<file path="src/rtl/mem_arb_pkg.sv">
// Shared types and default widths for the main-memory port arbiter.
package mem_arb_pkg;

  localparam int unsigned ADDR_W_DEF = 26;
  localparam int unsigned LINE_W_DEF = 128;

  typedef enum logic [1:0] {
    IDLE,
    BUSY,
    RESP,
    RELEASE
  } arb_state_t;

  typedef enum logic {
    OWN_I,
    OWN_D
  } owner_t;

endpackage

</file>
<file path="src/rtl/mem_port_arbiter.sv">
// Round-robin arbiter sharing one line-wide memory port between I-cache refills
// and D-cache refills/writebacks, one transaction at a time, with a watchdog.
module mem_port_arbiter
  import mem_arb_pkg::*;
#(
  parameter int unsigned ADDR_W      = ADDR_W_DEF,
  parameter int unsigned LINE_W      = LINE_W_DEF,
  parameter int unsigned TIMEOUT_CYC = 255
) (
  input  logic              clk,
  input  logic              reset,
  input  logic              reqI_mem,
  input  logic [ADDR_W-1:0] reqAddrI_mem,
  output logic [LINE_W-1:0] instr_to_icache,
  output logic              read_ready_I,
  input  logic              reqD_mem,
  input  logic              reqD_we,
  input  logic [ADDR_W-1:0] reqAddrD_mem,
  input  logic [LINE_W-1:0] reqD_wdata,
  output logic [LINE_W-1:0] data_to_dcache,
  output logic              read_ready_D,
  output logic              written_ack_D,
  output logic              mem_req,
  output logic              mem_we,
  output logic [ADDR_W-1:0] mem_addr,
  output logic [LINE_W-1:0] mem_wdata,
  input  logic [LINE_W-1:0] mem_rdata,
  input  logic              mem_read_ready,
  input  logic              mem_write_ack,
  output logic              mem_err
);

  localparam int unsigned WD_W = (TIMEOUT_CYC < 2) ? 1 : $clog2(TIMEOUT_CYC + 1);

  arb_state_t        state, state_nx;
  owner_t            owner, owner_nx;
  owner_t            prefer, prefer_nx;
  owner_t            grant;
  logic              dropped, dropped_nx;
  logic [WD_W-1:0]   wd_cnt, wd_cnt_nx;
  logic              owner_req, done, timeout, drop_now;

  logic              mem_req_nx, mem_we_nx, mem_err_nx;
  logic [ADDR_W-1:0] mem_addr_nx;
  logic [LINE_W-1:0] mem_wdata_nx, instr_nx, data_nx;
  logic              rdy_i_nx, rdy_d_nx, wack_nx;

  // Pointer breaks ties only when both caches are asking.
  function automatic owner_t pick(input logic req_i, input logic req_d, input owner_t pref);
    if (req_i && req_d) return pref;
    return req_d ? OWN_D : OWN_I;
  endfunction

  always_ff @(posedge clk) begin
    if (!reset) begin
      state           <= IDLE;
      owner           <= OWN_I;
      prefer          <= OWN_D;
      dropped         <= 1'b0;
      wd_cnt          <= '0;
      mem_req         <= 1'b0;
      mem_we          <= 1'b0;
      mem_addr        <= '0;
      mem_wdata       <= '0;
      mem_err         <= 1'b0;
      instr_to_icache <= '0;
      data_to_dcache  <= '0;
      read_ready_I    <= 1'b0;
      read_ready_D    <= 1'b0;
      written_ack_D   <= 1'b0;
    end else begin
      state           <= state_nx;
      owner           <= owner_nx;
      prefer          <= prefer_nx;
      dropped         <= dropped_nx;
      wd_cnt          <= wd_cnt_nx;
      mem_req         <= mem_req_nx;
      mem_we          <= mem_we_nx;
      mem_addr        <= mem_addr_nx;
      mem_wdata       <= mem_wdata_nx;
      mem_err         <= mem_err_nx;
      instr_to_icache <= instr_nx;
      data_to_dcache  <= data_nx;
      read_ready_I    <= rdy_i_nx;
      read_ready_D    <= rdy_d_nx;
      written_ack_D   <= wack_nx;
    end
  end

  always_comb begin
    state_nx     = state;
    owner_nx     = owner;
    prefer_nx    = prefer;
    dropped_nx   = dropped;
    wd_cnt_nx    = wd_cnt;
    mem_req_nx   = mem_req;
    mem_we_nx    = mem_we;
    mem_addr_nx  = mem_addr;
    mem_wdata_nx = mem_wdata;
    mem_err_nx   = mem_err;
    instr_nx     = instr_to_icache;
    data_nx      = data_to_dcache;
    rdy_i_nx     = 1'b0;
    rdy_d_nx     = 1'b0;
    wack_nx      = 1'b0;

    grant     = pick(reqI_mem, reqD_mem, prefer);
    owner_req = (owner == OWN_D) ? reqD_mem : reqI_mem;
    done      = mem_we ? mem_write_ack : mem_read_ready;
    timeout   = (TIMEOUT_CYC != 0) && (32'(wd_cnt) == TIMEOUT_CYC - 32'd1);
    drop_now  = dropped || !owner_req;

    case (state)
      IDLE: begin
        if (reqI_mem || reqD_mem) begin
          owner_nx     = grant;
          mem_we_nx    = (grant == OWN_D) && reqD_we;
          mem_addr_nx  = (grant == OWN_D) ? reqAddrD_mem : reqAddrI_mem;
          mem_wdata_nx = (grant == OWN_D) ? reqD_wdata : '0;
          if (reqI_mem && reqD_mem) prefer_nx = (grant == OWN_D) ? OWN_I : OWN_D;
          mem_req_nx   = 1'b1;
          wd_cnt_nx    = '0;
          dropped_nx   = 1'b0;
          state_nx     = BUSY;
        end
      end
      BUSY: begin
        wd_cnt_nx  = wd_cnt + WD_W'(1);
        dropped_nx = drop_now;
        if (done) begin
          mem_req_nx = 1'b0;
          state_nx   = RESP;
          // A requester that let go mid-transaction gets no pulse and no line update.
          if (!drop_now) begin
            if (mem_we) begin
              wack_nx = 1'b1;
            end else if (owner == OWN_D) begin
              rdy_d_nx = 1'b1;
              data_nx  = mem_rdata;
            end else begin
              rdy_i_nx = 1'b1;
              instr_nx = mem_rdata;
            end
          end
        end else if (timeout) begin
          mem_req_nx = 1'b0;
          mem_err_nx = 1'b1;
          state_nx   = RELEASE;
        end
      end
      RESP:    state_nx = RELEASE;
      RELEASE: state_nx = IDLE;
      default: state_nx = IDLE;
    endcase
  end

endmodule

</file>
<file path="config.mk">
export PLATFORM = sky130hd
export DESIGN_NAME = mem_port_arbiter
export DESIGN_NICKNAME = d
export VERILOG_FILES = /design/src/rtl/mem_arb_pkg.sv /design/src/rtl/mem_port_arbiter.sv
export SDC_FILE = /design/constraint.sdc
export NUM_CORES = 1
export LEC_CHECK = 0
export CAP_MARGIN = 20
export CELL_PAD_IN_SITES_DETAIL_PLACEMENT = 0
export CELL_PAD_IN_SITES_GLOBAL_PLACEMENT = 2
export CORE_AREA = 3 3 286 288
export CTS_BUF_LIST = sky130_fd_sc_hd__clkbuf_8
export CTS_CLUSTER_SIZE = 16
export DETAILED_ROUTE_END_ITERATION = 10
export DIE_AREA = 0 0 289 291
export GPL_TIMING_DRIVEN = 0
export PLACE_DENSITY = 0.81
export SLEW_MARGIN = 5
export SYNTH_ARGS = -nofsm -noshare
export SYNTH_HDL_FRONTEND = slang
export SYNTH_SLANG_ARGS = --single-unit
</file>
<file path="constraint.sdc">
create_clock -name clk -period 4.45 [get_ports clk]
set_input_delay 0.445 -clock clk [delete_from_list [all_inputs] [get_ports clk]]
set_output_delay 0.445 -clock clk [all_outputs]
set_load 0.05 [all_outputs]
</file>
==> results.yml, run 1 <==
timing:
  rsz0062_at_grt: "false"
  fin_ws_ps: 1620
  clock.fmax_mhz: 354
  slew-limit-headroom: 0.366
  slew_viol_final: 0
  setup_tns_ps: 0
  min_period_ps: 2830
  worstMarginPinSlew_ps: 951
  hold_viol_final: 0
  fin_worst_skew_ps: 28.4
  setup_viol: 0
  fin_crit_sh: 0.635
cts:
  cts.sinks: 429
  cts.path.max_buffers: 3
  insertion_delay_ps: 660
  cts_buffers: 81
  cts_setup_buffers: 0
  cts_resized: 0
  tritoncts: "built"
  cts_htree_levels: 3
  path_clk_slew_ps: 60
  ctsHoldBuffers: 0
  root_buffer: "clkbuf_8"
yosys:
  syn_area_per_cell_um2: 8.36
  synth_fp_nets: 2111
  yosys.area_share.adder: 0.00418
  synthTopCellsByArea: "dfxtp_1, nand2_1, a21oi_1, a22oi_1, nor2_1"
  synth.distinct_cells: 35
  synth_mux_area_frac: 0.00142
  async_reset_ff_frac: 0
  synth_top_family_by_area: "simple AND/OR/NAND/NOR gates"
  ys_seq_area_frac: 0.574
  ys_seq_elements: 429
  yosys_warnings: 0
  ys.flop_type: "dfxtp_1"
  synth_top_area_frac: 0.574
  synthCells: 1791
  synth_area_um2: 15000
  synth_compound_area_frac: 0.172
  synth_edf_count: 0
  synth-simple-area-share: 0.201
  yosysTopAreaCell: "dfxtp_1"
  synthXorXnorAreaFrac: 0.00351
min_path:
  worstHoldPathCells: 4
  hp-class: "input port to flip-flop"
route:
  drtPass1Iterations: 6
  drc: 0
  drtIter0Drc: 737
  avgViaCountPerCell: 4.24
  vias: 15800
  wl_mm: 79.3
  antenna_left: 0
  wl_per_cell_um: 21.3
die:
  start_util: 0.189
  fp.dieH_um: 291
  design.die.area_um2: 84100
  row_count: 103
  pin_count: 731
  design.core.area_um2: 79100
  die_w_um: 289
pwr:
  power.share.sequential: 0.364
  p_leak_nw: 8.82
  swShare: 0.385
  ir_worst_vdd_v: 0.000262
  total_power_mw: 12.3
  combPwrFrac: 0.326
  p_clk_frac: 0.309
  powerDensity_nw_per_um2: 488
  switchingPower_mw: 4.73
  p_int_mw: 7.57
grt:
  grt_overflow: 0
  grt_pass1_vias: 16200
  grt.total_usage: 0.181
  grt_max_degree: 13
  antenna_found_initial: 17
  grt_pass1_wl_mm: 112
place:
  place_ws_ps: 632
  place_hpwl_mm: 61.8
  port_buffers: 728
  gp_congestion: 0.878
final_layout:
  drive_gt1_frac: 0.0700
  nNetsFinal: 2924
  area_delta_synth_final_pct: 68.3
  num-fill-cells: 8588
worst_setup_path:
  cp.arrival_ps: 3300
  critical_path_class: "input port to flip-flop"
  crit_required_ps: 4920
  reg2reg_depth: 8
  end_kind: "flip-flop"
  cp-start-kind: "input port"
  cp_max_fo: 10
job:
  cap_violations: 0
run_status:
  outcome: "finished, final reports clean"
-- flip-flops by register name (all words and copies together), names as in the netlist --
name and flops:
dropped 1, mem_addr 26, written_ack_D 1, data_to_dcache 128
mem_we 1, instr_to_icache 128, read_ready_D 1, read_ready_I 1
mem_req 1, prefer 1, wd_cnt 8, mem_wdata 128
mem_err 1, owner 1, state 2
-- area by class of cell --
type / instances / area (um^2) / share of cell area
Sequential cell: 429 / 8590 / 0.341
Multi-Input combinational cell: 1208 / 5710 / 0.227
Buffer: 147 / 639 / 0.0254
Timing Repair Buffer: 730 / 7320 / 0.290
Clock buffer: 97 / 1340 / 0.0530
Inverter: 7 / 26.3 / 0.00104
Tap cell: 1050 / 1310 / 0.0522
Antenna cell: 13 / 32.5 / 0.00129
Clock inverter: 40 / 225 / 0.00894
-- power groups by stage --
stage          registers, mW  clock network [mW]  logic (mW)
6_report                4.48                3.81        4.01
3_3_place_gp            4.55                   0        4.06
5_1_grt                 4.53                4.13        4.28
4_1_cts                 4.49                3.97        4.06
3_5_place_dp            4.56                   0        4.04
2_1_floorplan           5.78                   0        1.10
-- cell usage after synthesis, types with 3 or more instances --
master and count:
buf_2 70, nor4_1 4, a22oi_1 129, inv_1 7, buf_1 7, nand2_1 547
o21ai_0 5, nor2_1 166, clkbuf_1 70, dfxtp_1 429, nand3_1 31, a311oi_1 26
a21oi_1 263, nand4_1 3, ha_1 5, xnor2_1 4
-- critical path, stage by stage --
cell,delay (ps)
clkdlybuf4s50_1,560
inv_1,130
clkbuf_1,650
clkbuf_1,780
clkbuf_1,650
a21oi_1,70
-- routing by layer --
metal  vias up  global-route usage  wire length (um)
li1       7641                   -                 -
met1      7378               0.184             28300
met2       632               0.329             40100
met3       132              0.0708              7740
met4         0              0.0755              3160
met5         -                   0                 0
-- logic make-up after synthesis --
logic type                 Yosys count
and+or+nand+nor                    768
buffers and inverters              154
DFF                                429
adders and majority gates            5
muxes                                2
AOI/OAI and AO/OA                  427
xor gates and xnor gates             6
-- final timing paths --
path                  startpoint             endpoint  slack, ps
max                        reset   data_to_dcache[86]       1620
min                     reqI_mem               prefer        240
max reg2reg             state[1]   data_to_dcache[70]       1750
min reg2reg  instr_to_icache[57]  instr_to_icache[57]        450
-- cell usage in the layout, fill, tap and decap left out, drive strengths merged, types with 2 or more instances in the layout --
| cell | n |
|---|---|
| a21oi | 263 |
| a22oi | 129 |
| a311oi | 26 |
| and3 | 3 |
| buf | 79 |
| clkbuf | 167 |
| clkdlybuf4s50 | 728 |
| clkinv | 4 |
| dfxtp | 429 |
| diode | 13 |
| ha | 5 |
| inv | 41 |
| nand2 | 547 |
| nand2b | 2 |
| nand3 | 31 |
| nand4 | 3 |
| nor2 | 166 |
| nor3b | 3 |
| nor4 | 4 |
| o21ai | 7 |
| or3 | 3 |
| xnor2 | 4 |
| xor2 | 2 |
-- metrics by stage --
stage / cells / util / cell area (um^2) / hold slack (ps)
2_1_floorplan: 1791 / - / 15000 / 412
3_3_place_gp: 3569 / 0.298 / 23600 / 441
3_5_place_dp: 3571 / 0.298 / 23600 / 445
4_1_cts: 3708 / 0.318 / 25200 / 168
5_1_grt: 3719 / 0.318 / 25200 / 238
6_report: 3721 / 0.318 / 25200 / 240
(Power assumes the default switching activity.)
==> run 2, diff against run 1 <==
- CORE_AREA: 3 3 286 288 -> 3 3 281 283
- DIE_AREA: 0 0 289 291 -> 0 0 284 286
- PLACE_DENSITY: 0.81 -> 0.83
- clock period: 4.45 -> 2.8 ns (I/O delays scaled with it)
==> run 2 against run 1 <==
  * Clock power increased by 60%
  * Sequential share of layout area about the same
  * Via count decreased by 1.1%
  * Combinational power increased by 57%
  * Count of clock-buffer cells in the layout increased by 1
  * Critical path depth increased by 2
  * Global-route usage decreased by 0.52 points
  * Register-to-register slack got worse by 1400 ps
  * Hold slack got worse by 49 ps
  * Non-clock buffer count increased by 1
  * Sequential power increased by 58%
  * Largest power group unchanged
==> results.yml, run 2 (synthesized netlist as in run 1, its figures left out) <==
pwr:
  powerDensity_nw_per_um2: 774
  switchingPower_mw: 7.45
  p_leak_nw: 8.88
  p_int_mw: 12.1
  combPwrFrac: 0.323
  total_power_mw: 19.5
  swShare: 0.382
  power.share.sequential: 0.364
  ir_worst_vdd_v: 0.000520
  p_clk_frac: 0.313
final_layout:
  top_regs: "data_to_dcache: 128 flops, instr_to_icache: 128 flops, mem_wdata: 128 flops"
  multi_input_area_um2: 5710
  nNetsFinal: 2928
  regArea_um2: 8590
  num-fill-cells: 8273
  drive_gt1_frac: 0.0705
  final_cell_mix: "clkdlybuf4s50_1, nand2_1, dfxtp_1"
  final_cells: 3717
  area_delta_synth_final_pct: 68.5
  final_cell_area_um2: 25200
  final_common_cell: "clkdlybuf4s50_1"
die:
  die_w_um: 284
  row_count: 102
  pin_count: 731
  start_util: 0.195
  fp.dieH_um: 286
  design.core.area_um2: 77000
  design.die.area_um2: 81200
timing:
  min_period_ps: 2470
  hold_viol_final: 0
  slew-limit-headroom: 0.443
  clock.fmax_mhz: 405
  fin_worst_skew_ps: 37.0
  slew_viol_final: 0
  fin_ws_ps: 332
  setup_tns_ps: 0
  rsz0062_at_grt: "false"
  worstMarginPinSlew_ps: 836
  fin_crit_sh: 0.881
  setup_viol: 0
worst_setup_path:
  crit_chain: "inv_1, ha_1, and4bb_2, and3b_1, buf_2, buf_2, nand2_1, a21oi_1"
  cp_max_fo: 10
  critPathMaxStageDelay_ps: 390
  reg2reg_to: "instr_to_icache[82]"
  reg2reg_from: "state[1]"
  cp.arrival_ps: 3030
  ff2ff_setup_slack_ps: 330
  critPathSlowestCell: "and4bb_2"
  cp-start-kind: "flip-flop"
  critPathLaunch: "state[1]"
  reg2reg_depth: 8
  end_kind: "flip-flop"
  critical_path_class: "flip-flop to flip-flop"
  cp-endpoint: "instr_to_icache[82]"
  cpMostUsedCell: "buf_2"
  crit_required_ps: 3360
place:
  port_buffers: 728
  postPlaceCellArea_um2: 23600
  place_ws_ps: -551
  place_hpwl_mm: 58.1
  gp_congestion: 0.869
  place_inst: 3561
cts:
  cts_setup_buffers: 0
  cts.path.max_buffers: 3
  cts_htree_levels: 3
  cts_buffers: 84
  cts.sinks: 429
  insertion_delay_ps: 670
  path_clk_slew_ps: 60
  root_buffer: "clkbuf_8"
  tritoncts: "built"
grt:
  antenna_found_initial: 19
  grt_pass1_vias: 15700
  grt_pass1_wl_mm: 106
  grt_max_degree: 13
  grt.total_usage: 0.176
  grt_overflow: 0
run_status:
  outcome: "finished, final reports clean"
route:
  antenna_left: 0
  drc: 0
  avgViaCountPerCell: 4.20
  wl_per_cell_um: 20.2
  drtPass1Iterations: 5
  drtIter0Drc: 763
  wl_mm: 75.2
  vias: 15600
job:
  cap_violations: 0
min_path:
  hp-class: "input port to flip-flop"
run 2: cell count changes in the layout (fill, tap and decap cells not counted), moves of 2 or more:
cell / before / now
clkbuf_1: 70 / 68
clkbuf_2: 0 / 2
diode_2: 13 / 11
inv_1: 37 / 44
run 2: layout make-up:
| type | instances | area share |
|---|---|---|
| clock buffers | 98 | 0.0535 |
| inverters | 7 | 0.00104 |
| well taps | 1040 | 0.0516 |
| diodes | 11 | 0.00109 |
| multi-input cells | 1208 | 0.227 |
| clock inverters | 46 | 0.00968 |
| plain buffers | 147 | 0.0255 |
| repair buffers | 731 | 0.290 |
| flip-flops and latches | 429 | 0.341 |
run 2: worst min-delay path by stage:
stage	startpoint	to	slack, ps	depth (start not counted)
detailed placement	instr_to_icache[50]	instr_to_icache[50]	450	2
global route	mem_rdata[66]	instr_to_icache[66]	140	3
CTS	mem_rdata[58]	data_to_dcache[58]	100	3
floorplan	reset	prefer	340	1
global placement	instr_to_icache[108]	instr_to_icache[108]	440	2
finish	mem_rdata[58]	data_to_dcache[58]	190	3
run 2: worst max-delay path: cells and delay by family (launching register included):
| kind | cells | cell delay (ps) |
|---|---|---|
| compound gates | 1 | 140 |
| buf+inv | 3 | 830 |
| simple gates | 3 | 760 |
| flops | 1 | 320 |
| fa+ha+maj | 1 | 300 |
run 2: power by group through the flow:
stage | logic [mW] | registers [mW] | clock network [mW]
2_1_floorplan | 1.76 | 9.19 | 0
3_3_place_gp | 6.39 | 7.21 | 0
3_5_place_dp | 6.36 | 7.22 | 0
4_1_cts | 6.39 | 7.10 | 6.37
5_1_grt | 6.74 | 7.17 | 6.58
6_report | 6.31 | 7.10 | 6.11
run 2: metal layers:
| layer | global-route usage | wire length, um | vias to the layer above |
|---|---|---|---|
| li1 | - | - | 7653 |
| met1 | 0.179 | 27200 | 7162 |
| met2 | 0.316 | 37900 | 635 |
| met3 | 0.0714 | 7180 | 147 |
| met4 | 0.0802 | 2760 | 8 |
| met5 | 0 | 58 | - |
run 2: timing repair:
action | in CTS | in global routing
endpoints found under the setup margin | 9 | 100
hold buffers | 1 | 0
hold endpoints to repair | 1 | 0
gates resized for setup | 1 | 3
run 2: metrics by stage:
step | hold WS (ps) | utilization
2_1_floorplan | 342 | -
3_3_place_gp | 442 | 0.306
3_5_place_dp | 446 | 0.306
4_1_cts | 99.4 | 0.327
5_1_grt | 144 | 0.328
6_report | 191 | 0.328
